[src/rtl/noc_host_bridge.sv]
// Host-to-NoC bridge: per-host injection FIFO toward the leaf ingress port and
// credit-gated ejection FIFO from the leaf egress port, with destination range checking.
module noc_host_bridge #(
  parameter int N         = 4,
  parameter int D_W       = 38,
  parameter int A_W       = $clog2(N) + 1,
  parameter int INJ_DEPTH = 4,
  parameter int EJ_DEPTH  = 4,
  parameter int ERR_W     = 8
) (
  input  logic                      clk,
  input  logic                      rst,
  input  logic [N-1:0]              host_req,
  output logic [N-1:0]              host_gnt,
  input  logic [N-1:0][D_W-1:0]     host_data,
  input  logic [N-1:0][A_W-1:0]     host_dest,
  output logic [N-1:0]              host_rx_valid,
  input  logic [N-1:0]              host_rx_ready,
  output logic [N-1:0][D_W-1:0]     host_rx_data,
  output logic [N-1:0]              noc_rx_valid,
  input  logic [N-1:0]              noc_rx_gnt,
  output logic [N-1:0][D_W-1:0]     noc_rx_data,
  output logic [N-1:0][A_W-1:0]     noc_rx_addr,
  input  logic [N-1:0]              noc_tx_valid,
  output logic [N-1:0]              noc_tx_gnt,
  input  logic [N-1:0][D_W-1:0]     noc_tx_data,
  output logic [N-1:0][ERR_W-1:0]   drop_cnt
);

  localparam int IP_W = $clog2(INJ_DEPTH);
  localparam int EP_W = $clog2(EJ_DEPTH);
  localparam int IE_W = A_W + D_W;
  localparam logic [A_W-1:0]  DEST_LIM = A_W'(N);
  localparam logic [EP_W:0]   EJ_LIM   = (EP_W + 1)'(EJ_DEPTH);

  function automatic logic [ERR_W-1:0] sat_inc(input logic [ERR_W-1:0] v);
    return (&v) ? v : v + ERR_W'(1);
  endfunction

  for (genvar i = 0; i < N; i++) begin : g_host
    logic [IP_W:0]      inj_wr_q, inj_wr_d, inj_rd_q, inj_rd_d;
    logic [IE_W-1:0]    inj_mem_q [INJ_DEPTH];
    logic               inj_full, inj_empty, inj_accept, inj_legal, inj_push, inj_pop;
    logic [ERR_W-1:0]   drop_q, drop_d;

    logic [EP_W:0]      ej_wr_q, ej_wr_d, ej_rd_q, ej_rd_d, ej_cnt_d;
    logic [D_W-1:0]     ej_mem_q [EJ_DEPTH];
    logic               ej_empty, ej_push, ej_pop, ej_gnt_q, ej_gnt_d;

    // Injection: host side write, leaf ingress reads the head (fall-through).
    assign inj_full   = (inj_wr_q[IP_W-1:0] == inj_rd_q[IP_W-1:0]) &&
                        (inj_wr_q[IP_W] != inj_rd_q[IP_W]);
    assign inj_empty  = (inj_wr_q == inj_rd_q);
    assign inj_accept = host_req[i] & ~inj_full;
    assign inj_legal  = (host_dest[i] < DEST_LIM);
    assign inj_push   = inj_accept & inj_legal;
    assign inj_pop    = ~inj_empty & noc_rx_gnt[i];
    assign inj_wr_d   = inj_wr_q + (IP_W + 1)'(inj_push);
    assign inj_rd_d   = inj_rd_q + (IP_W + 1)'(inj_pop);
    assign drop_d     = (inj_accept && !inj_legal) ? sat_inc(drop_q) : drop_q;

    always_ff @(posedge clk or posedge rst) begin
      if (rst) begin
        inj_wr_q <= '0;
        inj_rd_q <= '0;
        drop_q   <= '0;
      end else begin
        inj_wr_q <= inj_wr_d;
        inj_rd_q <= inj_rd_d;
        drop_q   <= drop_d;
      end
    end

    always_ff @(posedge clk) begin
      if (inj_push) inj_mem_q[inj_wr_q[IP_W-1:0]] <= {host_dest[i], host_data[i]};
    end

    assign host_gnt[i]     = ~inj_full;
    assign noc_rx_valid[i] = ~inj_empty;
    assign noc_rx_addr[i]  = inj_mem_q[inj_rd_q[IP_W-1:0]][IE_W-1:D_W];
    assign noc_rx_data[i]  = inj_mem_q[inj_rd_q[IP_W-1:0]][D_W-1:0];
    assign drop_cnt[i]     = drop_q;

    // Ejection: the egress credit is the registered "room left" of the next occupancy.
    assign ej_empty = (ej_wr_q == ej_rd_q);
    assign ej_push  = noc_tx_valid[i] & ej_gnt_q;
    assign ej_pop   = ~ej_empty & host_rx_ready[i];
    assign ej_wr_d  = ej_wr_q + (EP_W + 1)'(ej_push);
    assign ej_rd_d  = ej_rd_q + (EP_W + 1)'(ej_pop);
    assign ej_cnt_d = ej_wr_d - ej_rd_d;
    assign ej_gnt_d = (ej_cnt_d < EJ_LIM);

    always_ff @(posedge clk or posedge rst) begin
      if (rst) begin
        ej_wr_q  <= '0;
        ej_rd_q  <= '0;
        ej_gnt_q <= 1'b1;
      end else begin
        ej_wr_q  <= ej_wr_d;
        ej_rd_q  <= ej_rd_d;
        ej_gnt_q <= ej_gnt_d;
      end
    end

    always_ff @(posedge clk) begin
      if (ej_push) ej_mem_q[ej_wr_q[EP_W-1:0]] <= noc_tx_data[i];
    end

    assign noc_tx_gnt[i]    = ej_gnt_q;
    assign host_rx_valid[i] = ~ej_empty;
    assign host_rx_data[i]  = ej_mem_q[ej_rd_q[EP_W-1:0]];
  end

endmodule
[config.mk]
export PLATFORM = sky130hd
export DESIGN_NAME = noc_host_bridge
export DESIGN_NICKNAME = d
export VERILOG_FILES = /design/src/rtl/noc_host_bridge.sv
export SDC_FILE = /design/constraint.sdc
export NUM_CORES = 1
export LEC_CHECK = 0
export CAP_MARGIN = 10
export CORE_MARGIN = 5
export CORE_UTILIZATION = 30
export DETAILED_ROUTE_END_ITERATION = 10
export PLACE_DENSITY = 0.55
export REMOVE_ABC_BUFFERS = 1
export SYNTH_ARGS = -nofsm -noshare
export SYNTH_HDL_FRONTEND = slang
export SYNTH_SLANG_ARGS = --single-unit
[constraint.sdc]
create_clock -name clk -period 5.68 [get_ports clk]
set_input_delay 0.568 -clock clk [delete_from_list [all_inputs] [get_ports clk]]
set_output_delay 0.568 -clock clk [all_outputs]
set_load 0.005 [all_outputs]
== Word level (Yosys, flattened, before mapping) ==
Memory sizes are Yosys's and may differ from the RTL's.
Cells that the tools add are included.
Storage, ports and cells
  register bits after elaboration: 84
  bits in latches: 0
  bits in writable memories: 1264
  memory bits (read-only): 0
  input bits: 334
  word-level logic and storage cells: 152
  memories: 8
Cells by class
  add/sub/neg operators: 24
  multiply operators: 0
  div/mod/pow operators: 0
  $lt $le $gt $ge: 8
  eq/ne operators: 16
  shifts and indexed selects: 0
  muxes and demuxes: 16
  bitwise gates (word level): 36
  reductions and logical operators: 20
Memory list
  g_host[0].inj_mem_q: words 4, bits a word 41, read ports 1, clocked after memory_dff 0, wr ports 1, RTL line 42  | logic [IE_W-1:0] inj_mem_q [INJ_DEPTH];
  g_host[1].inj_mem_q: words 4, bits a word 41, read ports 1, clocked after memory_dff 0, wr ports 1, RTL line 42
  g_host[2].inj_mem_q: words 4, bits a word 41, read ports 1, clocked after memory_dff 0, wr ports 1, RTL line 42
  g_host[3].inj_mem_q: words 4, bits a word 41, read ports 1, clocked after memory_dff 0, wr ports 1, RTL line 42
  g_host[0].ej_mem_q: words 4, bits a word 38, read ports 1, clocked after memory_dff 0, wr ports 1, RTL line 47  | logic [D_W-1:0] ej_mem_q [EJ_DEPTH];
  g_host[1].ej_mem_q: words 4, bits a word 38, read ports 1, clocked after memory_dff 0, wr ports 1, RTL line 47
  +2 memories
Operators with widths (count)
  3-bit by 1-bit adder with 3-bit output: 16
  8-bit by 1-bit adder with 8-bit output (second input constant): 4
  8-bit AND reduction: 4
  3-bit == test: 8
  3-bit less-than comparator (second input constant): 8
  1-bit bitwise AND: 20
  1-bit two-way mux: 16
  1-bit NOT: 16
  3-bit subtractor: 4
  2-bit == test: 4
  1-bit logical AND: 8
  2-bit AND reduction: 4
  1-bit logical NOT: 4
  1-bit != test: 4

== Logic depth before layout (Yosys ltp) ==
Gate-level depths: netlist of the first run.
  depth after elaboration: 7
  depth in mapped cells: 10
  gate-level depth less buffers: 9

== Worst setup path before layout of the first run ==
Ideal clock, no wire load.
  path kind: flip-flop to flip-flop
  from: register g_host[1].inj_rd_q[0]
  to: memory g_host[1].inj_mem_q[2][0] (netlist bit), enable pin
  library setup time: 0.499 ns
  arrival: 4.309 ns
  data required time: 5.181 ns
  setup slack: 0.872 ns
  cell stages (with the launch flop): 6
  clock period less this slack: 4.808 ns
  cells stage by stage: dfrtp_1 buf_2 xor2_1 nor3_2 or3b_1 nor3b_1
On the way
  cells in the longest elaborated chain, start to end: 7
RTL lines
  start: declaration: RTL line 41  | logic [IP_W:0] inj_wr_q, inj_wr_d, inj_rd_q, inj_rd_d;
  start signal: assignment: RTL line 69  | inj_rd_q <= inj_rd_d;
  2-bit == test: RTL line 51  | assign inj_full = (inj_wr_q[IP_W-1:0] == inj_rd_q[IP_W-1:0]) &&
  1-bit logical AND: RTL line 51
  1-bit NOT: RTL line 54  | assign inj_accept = host_req[i] & ~inj_full;
  1-bit bitwise AND: RTL line 54
  1-bit bitwise AND: RTL line 56  | assign inj_push = inj_accept & inj_legal;
  1-bit two-way mux: RTL line 75  | if (inj_push) inj_mem_q[inj_wr_q[IP_W-1:0]] <= {host_dest[i], host_data[i]};
  1-bit two-way mux (not written as such): RTL line 75
  end: declaration: RTL line 42
No other way between the ends.

==> impl_metrics.env, run 1 <==
export IMPL_globalRouteOverflowTotal=0
export IMPL_number_of_cells_produced_by_synthesis=2020
export IMPL_fmax_mhz=259
export IMPL_rsz_0062_raised_after_global_routing="false"
export IMPL_insertion_delay_ns=0.78
export IMPL_routedWlPerCell_um=23.4
export IMPL_route_met3_wl_um=6900
export IMPL_synth_async_reset_ratio_pct=6.23
export IMPL_ys_seq_elements=1348
export IMPL_endpoint_kind="output port"
export IMPL_final_net_count=3218
export IMPL_pin_count_of_the_biggest_net_entering_global_routing=50
export IMPL_worst_path_max_delay_cell="sky130_fd_sc_hd__dfrtp_2"
export IMPL_cpPeakStageDelay_ns=0.95
export IMPL_clkSinkCount=1348
export IMPL_worst_hold_path_type="primary input to asynchronous set/reset pin"
export IMPL_mostFrequentLayoutCell="sky130_fd_sc_hd__edfxtp_1"
export IMPL_share_of_the_core_filled_with_cells_in_the_final_layout_pct=39.1
export IMPL_area_delta_synth_final_pct=29.7
export IMPL_chipWidth_um=417
export IMPL_cts_post_setup_buffers_inserted=0
export IMPL_relSlewSlack_pct=27.1
export IMPL_synth_seq_area_share_pct=80.6
export IMPL_cell_area_power_density_nw_per_um2=508
export IMPL_total_of_hold_buffers_inserted_after_clock_tree_synthesis=0
export IMPL_clock_tree_htree_level_count=4
export IMPL_chipHeight_um=417
export IMPL_firstDrtPassIters=5
export IMPL_timing_critical_path_arrival_ns=3.29
export IMPL_worst_slew_pin_slew_ns=1.09
export IMPL_critical_path_buf_inv_count=2
export IMPL_worst_ir_drop_vdd_mv=0.276
export IMPL_status="complete, no violations"
export IMPL_ant_nets=0
export IMPL_critical_path_max_fanout=25
export IMPL_cap_violations=0
export IMPL_r2r_end="g_host[2].inj_mem_q[3][11]"
export IMPL_post_layout_min_period_ns=3.86
export IMPL_cts_repair_resized=0
export IMPL_dr_first_iter_drc_count=1487
export IMPL_grt_antenna_before_repair=24
export IMPL_place_inst=4883
export IMPL_origin_of_the_critical_flop_to_flop_path="g_host[2].inj_rd_q[1]"
export IMPL_postPlaceCellArea_um2=59600
export IMPL_drive_above_1_share_pct=21.5
export IMPL_avgViaCountPerCell=4.52
export IMPL_synth_compound_gate_area_share_pct=0.161
export IMPL_die_area_um2=174000
export IMPL_cts_buffers=148
export IMPL_slew_viol_final=0
export IMPL_num_io_pins=698
export IMPL_hpwl_um=80000
export IMPL_routed_wl_um=121000
export IMPL_period_share_pct=68.0
export IMPL_worstSetupPathType="flop to output port"
export IMPL_ys_warn_count=0
export IMPL_crit_start="g_host[1].ej_rd_q[0]"
export IMPL_drc=0
export IMPL_portBuffers=697
export IMPL_root_buffer="sky130_fd_sc_hd__clkbuf_16"
export IMPL_wirelength_met1_um=45800
export IMPL_routed_top_layer="met5"
export IMPL_share_of_synthesized_cell_area_in_and_or_nand_and_nor_gates_pct=1.55
export IMPL_clock_path_buffers=3
export IMPL_rows=149
export IMPL_fin_worst_skew_ns=0.0377
export IMPL_grtUsageTotal_pct=13.7
export IMPL_multiplexer_area_fraction_after_synthesis_pct=14.5
export IMPL_post_layout_nonfiller_instances=5172
export IMPL_initial_utilization_pct=30.2
export IMPL_setup_worst_path_start_class="flop"
export IMPL_core_region_area_um2=165000
export IMPL_synth_xor_xnor_area_share_pct=1.28
export IMPL_timing_critical_path_cells="buf_4 > mux4_2 > clkdlybuf4s50_1"
export IMPL_top_flip_flop_cell_by_instance_count_after_synthesis="sky130_fd_sc_hd__edfxtp_1"
export IMPL_netlist_cell_type_count=41
export IMPL_fin_area_um2=64500
export IMPL_cts_clk_slew_worst_paths_ns=0.06
export IMPL_power_leakage_nw=20.9
export IMPL_worst_path_dominant_cell_family="buffers and inverters"
export IMPL_wl_met2_um=63300
export IMPL_first_global_vias=25000
export IMPL_finalWeightedCongestion=0.735
export IMPL_vias=23400
export IMPL_post_synth_edffs=1264
export IMPL_netlist_area_um2=49700
export IMPL_cp_required_ns=5.11
export IMPL_report_final_setup_viol=0
export IMPL_syn_avg_cell_area_um2=24.6
export IMPL_reg2regPathDepth=7
export IMPL_synthAdderAreaFrac_pct=1.01
export IMPL_cts_tree="yes"
export IMPL_synth_top_family_by_area="multiplexers"
export IMPL_global_route_wire_length_before_repair_um=175000
export IMPL_final_hold_violation_count=0
export IMPL_layout_cells_most_common_list="sky130_fd_sc_hd__edfxtp_1 (1264), sky130_fd_sc_hd__clkdlybuf4s50_1 (697), sky130_fd_sc_hd__mux4_2 (316)"
export IMPL_r2r_slack_ns=2.61
[registers in the layout, summed over array words and instances, names as in the netlist]
| signal | cells |
|---|---|
| g_host.inj_mem_q | 656 |
| g_host.ej_mem_q | 608 |
| g_host.drop_q | 32 |
| g_host.ej_rd_q | 12 |
| g_host.ej_wr_q | 12 |
| g_host.inj_rd_q | 12 |
| g_host.inj_wr_q | 12 |
| g_host.ej_gnt_q | 4 |
[synthesized netlist by cell type, drive strengths merged, types with 2 or more instances]
library cell  number  share of area [%]
edfxtp          1264                 76
mux4             316                 14
dfrtp             80                4.0
buf               60               0.61
ha                40                1.0
xor2              36               0.66
xnor2             35               0.62
nand3             22               0.22
nand2             20               0.15
inv               17               0.13
clkbuf            16               0.12
nor3b             16               0.24
nor3              15               0.18
and3              14               0.18
and2               9               0.11
nor2               9              0.068
mux2               7               0.17
nand2b             7              0.088
a21oi              5              0.050
nand3b             5              0.076
nand4              5              0.063
dfstp              4               0.21
nor4               4              0.050
or3                3              0.048
nor4b              2              0.035
o2111ai            2              0.035
[logic make-up (layout without fill, tap and decap cells)]
logic type,after synthesis,after routing
xor gates and xnor gates,71,71
AOI/OAI and AO/OA,11,11
muxes,324,324
DFF,1348,1348
other,0,14
adders and majority gates,40,40
and+or+nand+nor,133,133
buffers and inverters,93,1042
[layout make-up]
cell class / count / area (um^2)
multi-input cells: 579 / 9330
repair buffers: 750 / 7390
flip-flops and latches: 1348 / 40100
fillers: 14900 / 100000
clock inverters: 76 / 857
well taps: 2189 / 2740
diodes: 14 / 35.0
clock buffers: 199 / 3960
inverters: 17 / 66.3
[metrics by stage]
stage	power, mW	setup WS, ns	hold slack (ns)	TNS [ns]
final	32.8	1.82	0.332	0
after detailed placement	23.9	2.46	0.478	0
after floorplan	18.1	-0.455	0.460	-127.68
after global routing	34.4	1.50	0.340	0
after CTS	33.5	1.55	0.276	0
after global placement	23.8	2.46	0.474	0
[worst reg2reg max path: stages (launching register included)]
cell                       delay (ns)
sky130_fd_sc_hd__dfrtp_2         0.60
sky130_fd_sc_hd__buf_4           0.48
sky130_fd_sc_hd__xnor2_1         0.21
sky130_fd_sc_hd__nand3_1         0.16
sky130_fd_sc_hd__nand3b_1        0.21
sky130_fd_sc_hd__inv_1           0.13
sky130_fd_sc_hd__and3_2          0.39
sky130_fd_sc_hd__buf_4           0.47
[worst max path at each step]
stage / endpoint / slack, ns / depth (start not counted)
floorplan: g_host[1].inj_mem_q[2][0] / -0.45 / 4
global placement: host_rx_data[71] / 2.46 / 3
detailed placement: noc_rx_data[103] / 2.46 / 3
CTS: host_rx_data[41] / 1.55 / 3
global route: host_rx_data[56] / 1.50 / 3
finish: host_rx_data[41] / 1.82 / 3
[report_power, final]
part / internal, mW / switching [mW] / leakage, nW / total (mW)
Sequential: 12.5 / 0.873 / 12.5 / 13.4
Clock: 5.54 / 3.91 / 2.34 / 9.45
Combinational: 5.52 / 4.41 / 6.05 / 9.93
Total: 23.6 / 9.19 / 20.9 / 32.8
[routing by layer]
| layer | vias to the layer above | global-route usage [%] |
|---|---|---|
| met5 | - | 0 |
| met4 | 10 | 6.36 |
| met3 | 213 | 3.88 |
| met2 | 628 | 23.7 |
| met1 | 12300 | 15.8 |
| li1 | 10200 | - |
Note: power is estimated with default switching activity, not from simulation.
==> run 2: changes to the inputs <==
--- a/config.mk
+++ b/config.mk
@@ -9,7 +9,7 @@
 export CORE_MARGIN = 5
 export CORE_UTILIZATION = 30
 export DETAILED_ROUTE_END_ITERATION = 10
-export PLACE_DENSITY = 0.55
+export PLACE_DENSITY = 0.57
 export REMOVE_ABC_BUFFERS = 1
 export SYNTH_ARGS = -nofsm -noshare
 export SYNTH_HDL_FRONTEND = slang
==> constraint.sdc (replaced) <==
create_clock -name clk -period 3.3 [get_ports clk]
set_input_delay 0.33 -clock clk [delete_from_list [all_inputs] [get_ports clk]]
set_output_delay 0.33 -clock clk [all_outputs]
set_load 0.005 [all_outputs]
==> run 2 against run 1 <==
Net effect: register-to-register slack worse by 1.7 ns; critical endpoint is now noc_rx_data[84]; first-iteration DRC count up 9.5%; design area up 0.77%; non-clock buffer count up 18.
==> impl_metrics.env, run 2 (synthesis results as in run 1) <==
export IMPL_drc=0
export IMPL_chipHeight_um=417
export IMPL_setup_worst_path_start_class="flop"
export IMPL_cp_required_ns=2.97
export IMPL_endpoint_kind="output port"
export IMPL_globalRouteOverflowTotal=0
export IMPL_fin_worst_skew_ns=0.0393
export IMPL_first_global_vias=24900
export IMPL_firstDrtPassIters=5
export IMPL_pin_count_of_the_biggest_net_entering_global_routing=43
export IMPL_p_total_mw=56.8
export IMPL_root_buffer="sky130_fd_sc_hd__clkbuf_16"
export IMPL_period_share_pct=94.1
export IMPL_cts_buffers=150
export IMPL_clock_tree_htree_level_count=4
export IMPL_area_delta_synth_final_pct=30.7
export IMPL_clkSinkCount=1348
export IMPL_power_leakage_nw=21.0
export IMPL_insertion_delay_ns=0.77
export IMPL_num_io_pins=698
export IMPL_die_area_um2=174000
export IMPL_chipWidth_um=417
export IMPL_postPlaceCellArea_um2=60100
export IMPL_worst_slew_pin_slew_ns=0.666
export IMPL_hpwl_um=82200
export IMPL_routed_wl_um=122000
export IMPL_timing_critical_path_arrival_ns=2.78
export IMPL_post_layout_min_period_ns=3.11
export IMPL_finalWeightedCongestion=0.767
export IMPL_cts_tree="yes"
export IMPL_worst_ir_drop_vdd_mv=0.512
export IMPL_rows=149
export IMPL_final_hold_violation_count=0
export IMPL_clock_path_buffers=3
export IMPL_cts_clk_slew_worst_paths_ns=0.06
export IMPL_fin_area_um2=64900
export IMPL_grt_antenna_before_repair=30
export IMPL_worst_hold_path_type="primary input to flop"
export IMPL_portBuffers=697
export IMPL_rsz_0062_raised_after_global_routing="false"
export IMPL_avgViaCountPerCell=4.53
export IMPL_finalWorstSetupSlack_ns=0.194
export IMPL_mostFrequentLayoutCell="sky130_fd_sc_hd__edfxtp_1"
export IMPL_vias=23500
export IMPL_report_final_setup_viol=0
export IMPL_grtUsageTotal_pct=13.8
export IMPL_routedWlPerCell_um=23.5
export IMPL_cell_area_power_density_nw_per_um2=874
export IMPL_ant_nets=0
export IMPL_placement_setup_worst_slack_ns=0.852
export IMPL_slew_viol_final=0
export IMPL_global_route_wire_length_before_repair_um=176000
export IMPL_final_fill_count=14700
export IMPL_relSlewSlack_pct=55.6
export IMPL_dr_first_iter_drc_count=1629
export IMPL_critical_path_max_fanout=24
export IMPL_fmax_mhz=322
export IMPL_cap_violations=0
export IMPL_status="complete, no violations"
export IMPL_initial_utilization_pct=30.2
export IMPL_final_net_count=3238
export IMPL_core_region_area_um2=165000
export IMPL_largest_register_ff_count=656
export IMPL_layout_cells_most_common_list="sky130_fd_sc_hd__edfxtp_1 (1264), sky130_fd_sc_hd__clkdlybuf4s50_1 (697), sky130_fd_sc_hd__mux4_2 (316)"
export IMPL_worstSetupPathType="flop to output port"
export IMPL_hold_slack_final_ns=0.186
export IMPL_drive_above_1_share_pct=21.9
run 2: cell count changes in the layout (fill, tap and decap cells not counted), moves of 2 or more:
cell                         previous run  this run
sky130_fd_sc_hd__clkinv_1              21        29
sky130_fd_sc_hd__dfrtp_2               13        10
sky130_fd_sc_hd__buf_12                 1        30
sky130_fd_sc_hd__clkinvlp_4             3         6
sky130_fd_sc_hd__dfrtp_4                1         3
sky130_fd_sc_hd__diode_2               14        21
sky130_fd_sc_hd__clkinv_2              22        19
sky130_fd_sc_hd__inv_6                  8         5
sky130_fd_sc_hd__buf_4                 52        39
sky130_fd_sc_hd__bufinv_16             13         9
sky130_fd_sc_hd__clkbuf_16            150       153
sky130_fd_sc_hd__clkbuf_1              47        39
run 2: timing repair:
action / 4_1_cts / 5_1_grt
buffers inserted: 2 / 0
endpoints found under the setup margin: 3 / 2
hold endpoints to repair: 30 / 0
hold buffers: 1 / 0
gates resized for setup: 1 / 2
run 2: metrics by stage:
step           setup TNS, ns  util (%)  cells
3_3_place_gp               0      36.5   4898
2_1_floorplan       -1661.57         -   1944
5_1_grt                    0      39.4   5187
6_report                   0      39.4   5195
3_5_place_dp               0      36.5   4898
4_1_cts                    0      39.4   5174
run 2: area by class of cell:
| class | instances | area (um^2) | share of cell area [%] |
|---|---|---|---|
| Sequential cell | 1348 | 40100 | 61.7 |
| Multi-Input combinational cell | 579 | 9330 | 14.4 |
| Timing Repair Buffer | 768 | 7910 | 12.2 |
| Clock buffer | 194 | 4000 | 6.16 |
| Tap cell | 2189 | 2740 | 4.22 |
| Clock inverter | 79 | 764 | 1.18 |
| Inverter | 17 | 66.3 | 0.102 |
| Antenna cell | 21 | 52.6 | 0.0809 |
run 2: path summary, 6_finish.rpt:
check | start | to | slack (ns) | depth (start not counted)
setup / recovery | g_host[2].inj_rd_q[1] | noc_rx_data[84] | 0.19 | 3
hold / removal | host_data[105] | g_host[2].inj_mem_q[1][29] | 0.19 | 1
setup reg to reg | g_host[2].inj_rd_q[1] | g_host[2].inj_mem_q[3][27] | 0.95 | 6
hold reg to reg | g_host[3].inj_wr_q[2] | g_host[3].inj_wr_q[2] | 0.48 | 1
max in group asynchronous | rst | g_host[3].inj_wr_q[0] | 2.02 | 4
min in group asynchronous | rst | g_host[3].inj_rd_q[2] | 0.61 | 3
run 2: where the power goes:
| group | switching [mW] | internal, mW |
|---|---|---|
| combinational | 8.10 | 9.87 |
| sequential | 1.22 | 21.5 |
| clock | 6.74 | 9.34 |
| total | 16.1 | 40.7 |
run 2: critical path, stage by stage (launching register included):
cell,delay [ns]
sky130_fd_sc_hd__dfrtp_2,0.78
sky130_fd_sc_hd__buf_4,0.37
sky130_fd_sc_hd__mux4_2,0.36
sky130_fd_sc_hd__clkdlybuf4s50_1,0.47
run 2: layer usage:
layer  vias up  part of all wire, %  global-route usage (%)
li1      10300                    -                       -
met1     12400                   37                    15.6
met2       677                   52                    23.9
met3       210                  7.0                    4.64
met4        12                  3.7                    5.85
met5         -                0.066                       0
